==> src/rtl/ycbcr_buf_ctrl.sv <==
// ycbcr_buf_ctrl: frame-level sequencer for the three-plane YCbCr pixel buffer.
// A start command latches a frame length. The buffer is then filled from the
// colour-conversion stage and drained to the transform stage, one pixel per
// accepted handshake. The buffer's internal counters are cleared by holding
// its enable low, which happens in IDLE and DONE.
module ycbcr_buf_ctrl #(
   parameter int DEPTH = 1048576,
   parameter int CNT_W = 21
) (
   input  logic             clk,
   input  logic             rst_n,
   input  logic             start,
   input  logic             abort,
   input  logic [CNT_W-1:0] frame_len,
   input  logic             src_valid,
   output logic             src_ready,
   input  logic             snk_ready,
   output logic             snk_valid,
   output logic             mem_enable,
   output logic             mem_en_write,
   output logic             mem_en_read,
   output logic [CNT_W-1:0] wr_count,
   output logic [CNT_W-1:0] rd_count,
   output logic             busy,
   output logic             done,
   output logic             err_len
);

   typedef enum logic [1:0] {
      IDLE  = 2'd0,
      FILL  = 2'd1,
      DRAIN = 2'd2,
      DONE  = 2'd3
   } state_t;

   localparam logic [CNT_W-1:0] MaxLen = CNT_W'(DEPTH);
   localparam logic [CNT_W-1:0] One    = CNT_W'(1);

   state_t           state_q, state_d;
   logic [CNT_W-1:0] len_q, len_d;
   logic [CNT_W-1:0] wr_count_q, wr_count_d;
   logic [CNT_W-1:0] rd_count_q, rd_count_d;
   logic             err_len_q, err_len_d;

   // State, frame length, progress counters and the error pulse register
   always_ff @(posedge clk or negedge rst_n) begin
      if (!rst_n) begin
         state_q    <= IDLE;
         len_q      <= '0;
         wr_count_q <= '0;
         rd_count_q <= '0;
         err_len_q  <= 1'b0;
      end else begin
         state_q    <= state_d;
         len_q      <= len_d;
         wr_count_q <= wr_count_d;
         rd_count_q <= rd_count_d;
         err_len_q  <= err_len_d;
      end
   end

   // Next-state and handshake logic; abort masks both handshakes and overrides every transition
   always_comb begin
      state_d      = state_q;
      len_d        = len_q;
      wr_count_d   = wr_count_q;
      rd_count_d   = rd_count_q;
      err_len_d    = 1'b0;
      src_ready    = 1'b0;
      snk_valid    = 1'b0;
      mem_enable   = 1'b0;
      mem_en_write = 1'b0;
      mem_en_read  = 1'b0;
      done         = 1'b0;

      case (state_q)
         IDLE: begin
            if (start && !abort) begin
               if (frame_len == '0) begin
                  len_d      = '0;
                  wr_count_d = '0;
                  rd_count_d = '0;
                  state_d    = DONE;
               end else if (frame_len > MaxLen) begin
                  err_len_d = 1'b1;
               end else begin
                  len_d      = frame_len;
                  wr_count_d = '0;
                  rd_count_d = '0;
                  state_d    = FILL;
               end
            end
         end

         FILL: begin
            mem_enable   = 1'b1;
            src_ready    = (wr_count_q < len_q) && !abort;
            mem_en_write = src_valid && src_ready;
            if (mem_en_write) begin
               wr_count_d = wr_count_q + One;
               if (wr_count_d == len_q) begin
                  state_d = DRAIN;
               end
            end
         end

         DRAIN: begin
            mem_enable  = 1'b1;
            snk_valid   = (rd_count_q < len_q) && !abort;
            mem_en_read = snk_valid && snk_ready;
            if (mem_en_read) begin
               rd_count_d = rd_count_q + One;
               if (rd_count_d == len_q) begin
                  state_d = DONE;
               end
            end
         end

         DONE: begin
            done    = !abort;
            state_d = IDLE;
         end

         default: begin
            state_d = IDLE;
         end
      endcase

      if (abort) begin
         state_d = IDLE;
      end
   end

   assign wr_count = wr_count_q;
   assign rd_count = rd_count_q;
   assign err_len  = err_len_q;
   assign busy     = (state_q != IDLE);

endmodule

==> config.mk <==
export PLATFORM = sky130hd
export DESIGN_NAME = ycbcr_buf_ctrl
export DESIGN_NICKNAME = d
export VERILOG_FILES = /design/src/rtl/ycbcr_buf_ctrl.sv
export SDC_FILE = /design/constraint.sdc
export NUM_CORES = 1
export LEC_CHECK = 0
export ABC_AREA = 1
export BUFFER_PORTS_ARGS = -buffer_cell sky130_fd_sc_hd__buf_2
export CORE_ASPECT_RATIO = 1.5
export CORE_UTILIZATION = 59
export CTS_CLUSTER_DIAMETER = 40
export CTS_CLUSTER_SIZE = 25
export DETAILED_ROUTE_END_ITERATION = 7
export PLACE_DENSITY = 0.88
export SLEW_MARGIN = 20
export SYNTH_ARGS = -nofsm -noshare
export SYNTH_HDL_FRONTEND = slang
export SYNTH_SLANG_ARGS = --single-unit
==> constraint.sdc <==
create_clock -name clk -period 2.6 [get_ports clk]
set_clock_uncertainty 0.15 [all_clocks]
set_input_delay 0.52 -clock clk [delete_from_list [all_inputs] [get_ports clk]]
set_output_delay 0.52 -clock clk [all_outputs]
set_load 0.05 [all_outputs]
==> flow_summary.ini, run 1 <==
[placement]
dpl.hpwl_um = 14700
placed_cell_area_um2 = 6940
gp_routability_congestion = 1.01
io_buffers = 76

[logic_synthesis]
syn_nets = 935
ys_top_cells_by_area = dfrtp_1 29%, nand2_1 18%, ha_1 11%, nand3_1 7.7%, inv_1 7.0%
syn_inst = 860
synth_cell_types = 34
syn_area_per_cell_um2 = 6.63
synth.most_common_cell = nand2_1
ys_seq_area_share_pct = 29.0
synth_common_cells = 275 x nand2_1, 106 x inv_1, 88 x nand3_1
ys_ff_latch = 66
synth_top_area_share_pct = 29.0
synth_edf_count = 0
synthArstFlopShare_pct = 100
synth-main-ff-cell = dfrtp_1
synth_area_um2 = 5700
synth_top_area_cell = dfrtp_1
ys_warn_count = 0

[grt]
grt_max_degree = 48
grt_util_all_layers_pct = 70.6
grt_overflow = 10

[die]
fp.dieW_um = 82.3
die_h_um = 122
io_pins = 77
initial_core_util_pct = 61.3
core.rowCount = 43

[clock_tree]
cts_sinks = 66
clock_path_buffers = 2
htreeDepth = 3
cts-root-buf = clkbuf_16
numCtsBuffers = 9

[status]
error = [ERROR GRT-0232] Routing congestion too high. Check the congestion heatmap in the GUI.
status = stopped before the end
lastStage = 5_1_grt

[sta]
crit_endpoint = mem_en_read
worst_endpoint_kind = primary output
## what timing repair did
action,CTS
setup endpoints to repair,18
buffers inserted,6
gates resized for setup,42
hold buffers,0
pin swaps,16
## cells by family after synthesis
| group | after synthesis | share of synthesized area [%] |
|---|---|---|
| adder cells (fa/ha/maj) | 48 | 10.5 |
| flip-flops | 66 | 29.0 |
| buffers and inverters | 127 | 8.56 |
| multiplexers | 4 | 0.790 |
| XOR/XNOR | 11 | 2.65 |
| AO/OA/AOI/OAI | 100 | 10.0 |
| AND/OR/NAND/NOR | 504 | 38.5 |
## metrics by stage
stage | hold slack [ns] | TNS, ns | worst slack [ns] | cells
2_1_floorplan | 0.0744 | -0.0947 | -0.0947 | 860
4_1_cts | 0.00496 | -0.683 | -0.190 | 1150
3_5_place_dp | 0.363 | -0.0976 | -0.0746 | 1128
3_3_place_gp | 0.359 | 0 | 0.00775 | 1128
## layer usage
layer  overflow  global-route usage, %
met2          7                   87.6
met5          0                   10.6
met4          3                   65.7
met3          0                   53.6
met1          0                   73.1
==> inputs of run 2 (changes only) <==
Settings changed: CORE_ASPECT_RATIO 1.5 to not set, CORE_UTILIZATION 59 to 40, CTS_CLUSTER_DIAMETER 40 to not set, CTS_CLUSTER_SIZE 25 to not set, PLACE_DENSITY 0.88 to not set, PLACE_DENSITY_LB_ADDON set to 0.15.
==> run 2 against run 1 <==
Against the previous run: the flow now finishes, with violations (negative setup slack); synthesized cell count unchanged; synthesized area stayed put.
==> flow_summary.ini, run 2 <==
[logic_synthesis]
synth_top_area_cell = dfrtp_1
synth_common_cells = 275 x nand2_1, 106 x inv_1, 88 x nand3_1
ys_seq_area_share_pct = 29.0
ys_top_cells_by_area = dfrtp_1 29%, nand2_1 18%, ha_1 11%, nand3_1 7.7%, inv_1 7.0%
synth_cell_types = 34
syn_area_per_cell_um2 = 6.63
synth-main-ff-cell = dfrtp_1
synth_edf_count = 0
syn_inst = 860
synth.most_common_cell = nand2_1
synthArstFlopShare_pct = 100
synth_top_area_share_pct = 29.0
ys_ff_latch = 66
syn_nets = 935
synth_area_um2 = 5700
ys_warn_count = 0

[cells_and_area]
multiInputGateArea_um2 = 3970
postLayoutCellArea_um2 = 7940
n_fill_cell = 1363
layout_commonest_cell = nand2_1
n_antenna_cell = 0
regArea_um2 = 1670
nNetsFinal = 1129
syn_to_final_growth_pct = 39.3
layout_common_cells = 266 x nand2_1, 113 x buf_4, 90 x inv_1, 86 x nand3_1, 72 x buf_2
drive_gt1_share_pct = 31.4

[grt]
grt_max_degree = 67
grt_util_all_layers_pct = 27.3
grt_overflow = 0
grt_pass1_vias = 5741
antenna_found_initial = 0
grt_first_pass_wirelength_um = 30100

[sta]
max-slew-margin-rel_pct = 72.0
fin_ws_ns = -0.174
final-setup-viol-count = 4
tightest_slew_ns = 0.420
hold_violations = 0
rsz0062_at_grt = true
finalCritPeriodShare_pct = 107
period_needed_ns = 2.77
fin_hold_ws_ns = 0.0302
clock.fmax_mhz = 361
maxSlewViolCount = 0

[die]
coreArea_um2 = 13900
die_h_um = 121
core.rowCount = 43
io_pins = 77
design.die.area_um2 = 14700
initial_core_util_pct = 41.1
fp.dieW_um = 121

[worst_setup_path]
required_ns = 1.93
worstSetupStartpoint = len_q[2]
reg2reg_from = rd_count[20]
crit_type = register to output pin
cp_slowest_cell = dfrtp_1
worstPathMaxFanout = 3
critical-path-max-stage-delay_ns = 0.39
worst_setup_path_start_kind = register
endpoint_kind = output pin
cp.depth = 9
cp_common_cell = buf_6
cp_data_arrival_time_ns = 2.10
rr_worst_depth = 12
worst-path-buf-inv = 3
crit_family = compound AO/OA/AOI/OAI gates
crit_chain = inv_2 -> ha_4 -> a21oi_4 -> o21ai_2 -> o211ai_1 -> nand3_2 -> buf_6 -> nor3_4 -> buf_6

[power]
p_leak_uw = 0.00389
power_density_nw_per_um2 = 772
peakVddDrop_mv = 0.618

[drt]
wl_per_cell_um = 15.6
ant_nets = 0
wirelength_um = 19400
viasPerCell = 5.08
vias = 6294
drt_first_pass_iters = 5
drt_iter0_markers = 469
drc = 0

[placement]
io_buffers = 76
placed_cell_area_um2 = 7090
gp_routability_congestion = 0.890
place_ws_ns = -0.0196
dpl.hpwl_um = 15000

[clock_tree]
clock_path_buffers = 2
numCtsBuffers = 9
cts-root-buf = clkbuf_16
cts_sinks = 66
cts_tree = built
cts_hold_buf = 0
path_clk_slew_ns = 0.06
clock_latency_ns = 0.35
htreeDepth = 3

[job]
max_cap_viol_count = 0

[hold_path]
hp-class = input port to asynchronous set/reset pin

[status]
violations = negative setup slack
status = finished, violations left
run 2: cell counts after synthesis:
No cell type changed its count.
run 2: layer usage:
metal  routed length, um  GRT usage, %  share of wire (%)
met1                8810          37.1                 45
met2                8920          44.2                 46
met3                1080          2.73                5.6
met4                 560          11.3                2.9
met5                   0             0                  0
run 2: cells by family after synthesis:
kind of cell,count (synthesis),synth area share (%)
simple gates,504,38.5
xor+xnor,11,2.65
mux,4,0.790
compound gates,100,10.0
flops,66,29.0
fa+ha+maj,48,10.5
buf+inv,127,8.56
run 2: layout make-up:
type                       count  share of cell area [%]
inverter                     112                    5.31
multi-input combinational    667                    50.0
tap                          180                    2.84
clock inverter                 3                   0.504
timing repair buffer         198                    17.2
sequential                    66                    21.0
clock buffer                  13                    3.15
run 2: worst register-to-register path, delay by kind of cell, from the launching register on:
kind / cells / cell delay (ns)
simple gates: 5 / 0.62
compound gates: 3 / 0.51
buf+inv: 3 / 0.44
flops: 1 / 0.40
fa+ha+maj: 1 / 0.31
run 2: final timing paths:
path	slack, ns	endpoint
setup / recovery	-0.17	mem_en_read
hold / removal	0.03	rd_count[5]
setup reg to reg	0.03	rd_count[19]
hold reg to reg	0.39	state_q[1]
max in group asynchronous	1.89	wr_count[16]
min in group clk	0.27	len_q[17]
run 2: through the flow:
| step | util (%) | TNS, ns | power, uW | instances |
|---|---|---|---|---|
| 2_1_floorplan | - | -0.0947 | 3090 | 860 |
| 3_3_place_gp | 51.1 | 0 | 4340 | 1205 |
| 3_5_place_dp | 51.1 | -0.0196 | 4360 | 1205 |
| 4_1_cts | 55.1 | -0.655 | 5890 | 1225 |
| 5_1_grt | 57.2 | -1.22 | 6560 | 1239 |
| 6_report | 57.2 | -0.529 | 6130 | 1239 |
run 2: power by group:
part / internal (uW) / switching (uW)
clock network: 767 / 482
logic: 1470 / 2040
registers: 1220 / 151
run 2: timing repair:
action	CTS	global route
pin swaps	18	26
setup endpoints to repair	4	27
gates resized for setup	57	45
buffers inserted	4	14
Power figures use the tool's default switching activity.
